===== src/rtl/mdu_seq.sv =====
// Sequential RISC-V M-extension unit: multiplies resolve in one compute cycle,
// divides run a radix-2 restoring loop; results are tagged with the issuing thread.
`timescale 1ns/1ps
module mdu_seq #(
    parameter int XLEN  = 32,
    parameter int TID_W = 2
) (
    input  logic             clk,
    input  logic             reset,
    input  logic             in_valid,
    output logic             in_ready,
    input  logic [2:0]       op,
    input  logic [XLEN-1:0]  a,
    input  logic [XLEN-1:0]  b,
    input  logic [TID_W-1:0] tid,
    input  logic             flush_valid,
    input  logic [TID_W-1:0] flush_tid,
    output logic             out_valid,
    input  logic             out_ready,
    output logic [XLEN-1:0]  result,
    output logic [TID_W-1:0] out_tid,
    output logic             busy
);

    localparam int CW = $clog2(XLEN) + 1;

    typedef enum logic [1:0] {IDLE, MUL, DIV, DONE} state_t;

    state_t            state_q, state_d;
    logic [2:0]        op_q, op_d;
    logic [TID_W-1:0]  tid_q, tid_d;
    logic [XLEN-1:0]   a_q, a_d;
    logic [XLEN-1:0]   b_q, b_d;
    logic [XLEN-1:0]   rem_q, rem_d;
    logic [XLEN-1:0]   quo_q, quo_d;
    logic [XLEN-1:0]   dvs_q, dvs_d;
    logic [CW-1:0]     count_q, count_d;
    logic              negq_q, negq_d;
    logic              negr_q, negr_d;
    logic [XLEN-1:0]   result_q, result_d;
    logic [TID_W-1:0]  out_tid_q, out_tid_d;

    logic              accept;
    logic              flush_hit;
    logic              signed_div;
    logic              b_zero;
    logic              ovf;
    logic [XLEN-1:0]   a_mag;
    logic [XLEN-1:0]   b_mag;
    logic [2*XLEN-1:0] mul_a_w;
    logic [2*XLEN-1:0] mul_b_w;
    logic [2*XLEN-1:0] prod;
    logic [XLEN-1:0]   mul_res;
    logic [XLEN:0]     rem_sh;
    logic [XLEN:0]     rem_sub;
    logic              ge;
    logic [XLEN-1:0]   rem_nx;
    logic [XLEN-1:0]   quo_nx;
    logic [XLEN-1:0]   div_res;

    assign in_ready  = (state_q == IDLE) && !reset;
    assign accept    = in_valid && in_ready;
    assign flush_hit = flush_valid && (flush_tid == tid_q) && (state_q != IDLE);
    assign busy      = (state_q != IDLE);
    // A flush that lands in DONE retracts the result so no handshake can happen.
    assign out_valid = (state_q == DONE) && !flush_hit;
    assign result    = result_q;
    assign out_tid   = out_tid_q;

    // Accept-time decode of divide specials and operand magnitudes.
    assign signed_div = !op[0];
    assign b_zero     = (b == '0);
    assign ovf        = signed_div && (a == {1'b1, {(XLEN-1){1'b0}}}) && (b == '1);
    assign a_mag      = (signed_div && a[XLEN-1]) ? -a : a;
    assign b_mag      = (signed_div && b[XLEN-1]) ? -b : b;

    // Sign-extend to 2*XLEN so a plain truncated product covers all four variants.
    assign mul_a_w = {{XLEN{(op_q == 3'd1 || op_q == 3'd2) && a_q[XLEN-1]}}, a_q};
    assign mul_b_w = {{XLEN{(op_q == 3'd1) && b_q[XLEN-1]}}, b_q};
    assign prod    = mul_a_w * mul_b_w;
    assign mul_res = (op_q == 3'd0) ? prod[XLEN-1:0] : prod[2*XLEN-1:XLEN];

    // One restoring step: the partial remainder is always below 2*divisor.
    assign rem_sh  = {rem_q, quo_q[XLEN-1]};
    assign rem_sub = rem_sh - {1'b0, dvs_q};
    assign ge      = !rem_sub[XLEN];
    assign rem_nx  = ge ? rem_sub[XLEN-1:0] : rem_sh[XLEN-1:0];
    assign quo_nx  = {quo_q[XLEN-2:0], ge};
    assign div_res = op_q[1] ? (negr_q ? -rem_nx : rem_nx)
                             : (negq_q ? -quo_nx : quo_nx);

    always_comb begin
        state_d   = state_q;
        op_d      = op_q;
        tid_d     = tid_q;
        a_d       = a_q;
        b_d       = b_q;
        rem_d     = rem_q;
        quo_d     = quo_q;
        dvs_d     = dvs_q;
        count_d   = count_q;
        negq_d    = negq_q;
        negr_d    = negr_q;
        result_d  = result_q;
        out_tid_d = out_tid_q;
        if (flush_hit) begin
            state_d = IDLE;
        end else begin
            case (state_q)
                IDLE: begin
                    if (accept) begin
                        op_d  = op;
                        tid_d = tid;
                        a_d   = a;
                        b_d   = b;
                        if (!op[2]) begin
                            state_d = MUL;
                        end else if (b_zero) begin
                            state_d   = DONE;
                            result_d  = op[1] ? a : '1;
                            out_tid_d = tid;
                        end else if (ovf) begin
                            state_d   = DONE;
                            result_d  = op[1] ? '0 : a;
                            out_tid_d = tid;
                        end else begin
                            state_d = DIV;
                            rem_d   = '0;
                            quo_d   = a_mag;
                            dvs_d   = b_mag;
                            count_d = CW'(XLEN);
                            negq_d  = signed_div && (a[XLEN-1] ^ b[XLEN-1]);
                            negr_d  = signed_div && a[XLEN-1];
                        end
                    end
                end
                MUL: begin
                    state_d   = DONE;
                    result_d  = mul_res;
                    out_tid_d = tid_q;
                end
                DIV: begin
                    rem_d   = rem_nx;
                    quo_d   = quo_nx;
                    count_d = count_q - CW'(1);
                    if (count_q == CW'(1)) begin
                        state_d   = DONE;
                        result_d  = div_res;
                        out_tid_d = tid_q;
                    end
                end
                DONE: begin
                    if (out_ready) begin
                        state_d = IDLE;
                    end
                end
                default: state_d = IDLE;
            endcase
        end
    end

    always_ff @(posedge clk or posedge reset) begin
        if (reset) begin
            state_q   <= IDLE;
            op_q      <= '0;
            tid_q     <= '0;
            a_q       <= '0;
            b_q       <= '0;
            rem_q     <= '0;
            quo_q     <= '0;
            dvs_q     <= '0;
            count_q   <= '0;
            negq_q    <= 1'b0;
            negr_q    <= 1'b0;
            result_q  <= '0;
            out_tid_q <= '0;
        end else begin
            state_q   <= state_d;
            op_q      <= op_d;
            tid_q     <= tid_d;
            a_q       <= a_d;
            b_q       <= b_d;
            rem_q     <= rem_d;
            quo_q     <= quo_d;
            dvs_q     <= dvs_d;
            count_q   <= count_d;
            negq_q    <= negq_d;
            negr_q    <= negr_d;
            result_q  <= result_d;
            out_tid_q <= out_tid_d;
        end
    end

endmodule


===== config.mk =====
export PLATFORM = sky130hd
export DESIGN_NAME = mdu_seq
export DESIGN_NICKNAME = d
export VERILOG_FILES = /design/src/rtl/mdu_seq.sv
export SDC_FILE = /design/constraint.sdc
export NUM_CORES = 2
export LEC_CHECK = 0
export ABC_AREA = 1
export CORE_MARGIN = 5
export CORE_UTILIZATION = 65
export DETAILED_ROUTE_END_ITERATION = 10
export HOLD_SLACK_MARGIN = 0.06
export PLACE_DENSITY_LB_ADDON = 0.1
export REMOVE_ABC_BUFFERS = 1
export SLEW_MARGIN = 20
export SYNTH_ARGS = -nofsm -noshare
export SYNTH_HDL_FRONTEND = slang
export SYNTH_SLANG_ARGS = --single-unit

===== constraint.sdc =====
create_clock -name clk -period 21.3 [get_ports clk]
set_input_delay 2.13 -clock clk [delete_from_list [all_inputs] [get_ports clk]]
set_output_delay 2.13 -clock clk [all_outputs]
set_load 0.01 [all_outputs]

==> results list <==
- Result of the run: complete, no violations
* Yosys cell types: 60
- Maximum number of pins on one net before global-route repair: 134
- For this block, the initial DRC count from the detailed router was 4681.
- The worst hold path passes through 2 cells.
* Worst Clk Skew: 12.67 ps
* Count of warnings emitted by yosys: 0
- The floorplan has 106 rows.
- Counting along the longest clock path gives a buffer depth of 3.
- Worst setup timing slack at the placement stage: 11090 ps
- Vias in the first global route: 50200
- Residual antenna-violating net count after detailed routing: 0
* Fin. Hold Viols: 0
* Initial Utilization: 0.6571
* Post-route cell area: 0.05781 mm²
- At the worst endpoint, the required time is 21730 ps.
- Post-Route Setup TNS: 0 ps
* Critical path's most frequent cell: sky130_fd_sc_hd__fa_1
- STA classifies the critical path startpoint as a flop.
- Clock tree from TritonCTS: done
- The first global-routing pass estimated 277200 µm of wire.
* Congestion Overflow GR: 0
- The count of buffers added on input and output ports is 112.
- In this run the post-CTS setup repair buffer count came out at 0.
- Number of flops mapped to enable cells by yosys: 0
* Initial antenna violation count: 3
- Total of cells resized after clock tree synthesis: 0
- The number of cells on the worst reg-to-reg path is 31.
- In the final routed layout, each cell accounts on average for 21.06 µm.
- The critical path in this run is classified as reg2reg.
* RePlAce Congestion: 1.061
- Clock insertion delay at the later pin of the skew report: 550 ps
* Post-DP HPWL: 140500 µm
* Fraction of layout instances using a drive strength above 1: 0.03239
- Number of design rule violations left after detail routing: 0
* Seq cells post-synth: 209
* Hold wc startpoint: result[4]$_DFFE_PP0P_
* First-pass DRT Iterations: 6
- Post-synthesis share of cell area spent on and, or, nand and nor gates: 0.1960
- Cell area after synthesis: 0.05517 mm²
- Clock root buffer: sky130_fd_sc_hd__clkbuf_16
- After detailed routing, the number of vias per cell comes to 5.722.
- The average instance in the mapped netlist occupies 7.566 µm².
* Endpoint type of the worst setup path: flop
- The path class of the tightest hold or removal check is reg2reg.
- Fin crit period: 10240 ps
* Share of the synthesized area in the top cell type: 0.4086
- Hold repair after CTS inserted 0 buffers.
* Fin. max-slew vios: 0
- STA puts the critical path data arrival time at 10670 ps.
- Post-Route WL: 174800 µm
* Cts bufs inserted: 25
* Standard cell with the maximum stage delay on the critical path: sky130_fd_sc_hd__fa_1
- The die is 301.3 µm wide.
- Of all nets on the critical path, the largest fanout is 40.
- Summed over all instances, the cell type with the most area after synthesis is sky130_fd_sc_hd__fa_1.
- Final WS setup: 11060 ps
- Clock-pin slew of the registers on the worst-case setup and hold paths: 60 ps
- Synth top area cells: sky130_fd_sc_hd__fa_1, sky130_fd_sc_hd__nand2_1, sky130_fd_sc_hd__inv_1
- Across all register-to-register paths, the minimum setup slack is 11060 ps.
- CTS H-Tree Depth: 1
* Sink of the worst hold path: result[4]$_DFFE_PP0P_
- The final layout contains 8601 nets.
- Xor-xnor portion of the synthesized cell area: 0.01778
- Post-route clock period utilization: 0.4807
* Crit Reg-Reg Startpoint: op_q[1]$_DFFE_PP0P_
- Cell Area, Placed: 0.05690 mm²
- Die Span Y: 301.3 µm
- Counting every sink on the clock net gives 209.
- Multiplexer area fraction after synthesis: 0
- In the synthesized netlist the dominant register cell turns out to be sky130_fd_sc_hd__dfrtp_1.
- Of all flip-flops after synthesis, the portion carrying an async set or reset was 1.000.
- Unrepaired setup endpoints after global routing: no
- By area, the combinational part of the netlist is dominated by adder cells.
* Area growth syn-to-layout: 4.788%
* Area enclosed by the die boundary: 0.09080 mm²
- Counting every instance in the synthesized netlist gives 7292.
- Derived from the worst setup path, the maximum achievable clock frequency is 97.67 MHz.
* Sequential-to-total area share from yosys stat: 0.09480
- Number of violations of the max-capacitance limit: 0
- Slew at the pin closest to its max-slew limit: 1279 ps
* Setup Viol. Count Final: 0
- In this design, the stage delay of the slowest critical-path cell is 780 ps.
* Arithmetic-cell share of the synthesized area counting full adders, half adders and majority gates: 0.4664
* Core outline area: 0.08395 mm²
- Relative slew margins: 0.1439
- In this run the count of I/O pins placed on the die edge is 113.
- Worst r2r dst: result[29]$_DFFE_PP0P_
- Overall routing resource usage: 0.3929
- The fraction of the mapped netlist area in compound gates was 0.07044.
- Summing over every cut layer, the via total after detailed routing is 47480.
==> cell type report <==
cell class / count / area (µm²)
tap: 1134 / 1419
antenna: 2 / 5.005
sequential: 209 / 5245
multi-input combinational: 4832 / 41440
clock buffer: 36 / 757.0
timing repair buffer: 192 / 1742
clock inverter: 10 / 123.9
inverter: 1884 / 7079
fill: 7028 / 26140
==> critical path: cells and delay by family (launching register included) <==
kind	cells	cell delay (ps)
AO/OA/AOI/OAI	6	1410
flip-flops	1	320
buffers and inverters	9	2020
adder cells (fa/ha/maj)	9	4800
AND/OR/NAND/NOR	7	1530
==> cells in the final DEF (no fill, tap or decap), drive strengths merged, types with 10 or more instances in the layout <==
master | netlist | routed
a22oi | 29 | 29
buf | 27 | 80
inv | 1879 | 1881
fa | 1126 | 1126
nor2 | 312 | 312
nor3 | 38 | 38
a31oi | 20 | 20
clkbuf | 340 | 36
nand3 | 230 | 230
o21ai | 330 | 330
nand3b | 18 | 18
or2 | 18 | 18
o22ai | 32 | 32
nand4 | 39 | 39
o31ai | 11 | 11
a21oi | 195 | 195
o211ai | 24 | 24
o21a | 10 | 10
nor4 | 16 | 16
dfrtp | 209 | 209
xnor2 | 26 | 26
o21bai | 11 | 11
nand2 | 1968 | 1968
clkdlybuf4s50 | 0 | 112
ha | 255 | 255
xor2 | 86 | 86
==> synthesized netlist by cell type, types with 12 or more instances <==
library cell               instances
sky130_fd_sc_hd__dfrtp_1         209
sky130_fd_sc_hd__o21ai_0         316
sky130_fd_sc_hd__nand3_1         226
sky130_fd_sc_hd__or2_2            18
sky130_fd_sc_hd__xor2_1           86
sky130_fd_sc_hd__xnor2_1          26
sky130_fd_sc_hd__a31oi_1          20
sky130_fd_sc_hd__nor2_1          300
sky130_fd_sc_hd__o211ai_1         24
sky130_fd_sc_hd__inv_1          1869
sky130_fd_sc_hd__nand2_4          12
sky130_fd_sc_hd__nand2_1        1934
sky130_fd_sc_hd__a21oi_1         192
sky130_fd_sc_hd__nand3b_1         18
sky130_fd_sc_hd__nand4_1          39
sky130_fd_sc_hd__o22ai_1          32
sky130_fd_sc_hd__ha_1            255
sky130_fd_sc_hd__clkbuf_1        340
sky130_fd_sc_hd__nor3_1           36
sky130_fd_sc_hd__o21ai_1          12
sky130_fd_sc_hd__nor4_1           14
sky130_fd_sc_hd__fa_1           1126
sky130_fd_sc_hd__a22oi_1          29
sky130_fd_sc_hd__nand2_2          22
==> cells by family (layout without fill, tap and decap cells) <==
| kind of cell | count (synthesis) | count (layout) |
|---|---|---|
| other | 0 | 2 |
| adder cells (fa/ha/maj) | 1381 | 1381 |
| AO/OA/AOI/OAI | 691 | 691 |
| flip-flops | 209 | 209 |
| XOR/XNOR | 112 | 112 |
| buffers and inverters | 2251 | 2122 |
| AND/OR/NAND/NOR | 2648 | 2648 |
==> metal layers <==
layer  wire (µm)  vias to the layer above  GRT usage
met5           0                        -   0.003788
met4        8147                        0     0.1480
met3       19380                      556    0.09632
met2       79830                     2627     0.6281
met1       67450                    23350     0.5256
li1            -                    20950          -
==> worst max-delay path by stage <==
stage / from / endpoint / slack (ps) / cells past startpoint
floorplan: op_q[1]$_DFFE_PP0P_ / result[28]$_DFFE_PP0P_ / 12110 / 32
global placement: op_q[1]$_DFFE_PP0P_ / result[28]$_DFFE_PP0P_ / 11300 / 33
detailed placement: op_q[1]$_DFFE_PP0P_ / result[29]$_DFFE_PP0P_ / 11090 / 31
CTS: op_q[1]$_DFFE_PP0P_ / result[29]$_DFFE_PP0P_ / 11060 / 31
global route: op_q[1]$_DFFE_PP0P_ / result[29]$_DFFE_PP0P_ / 10420 / 31
finish: op_q[1]$_DFFE_PP0P_ / result[29]$_DFFE_PP0P_ / 11060 / 31
==> sequential cells by signal (all words and copies together), names as in the netlist, 2 cells and up <==
register and cells:
tid_q 2, b_q 32, count_q 6, rem_q 32
dvs_q 32, op_q 3, out_tid 2, quo_q 32
a_q 32, state_q 2, result 32
==> per-stage QoR <==
stage	hold slack, ps	cells	util
after global routing	496.6	8299	0.6886
after CTS	481.6	8296	0.6882
final	485.5	8299	0.6886
after detailed placement	464.5	8250	0.6777
after global placement	464.3	8250	0.6777
after floorplan	453.0	6925	-
Power is left out: the tool's default activity adds up to more than one toggle a clock period on the data nets, which glitch-free logic cannot reach.
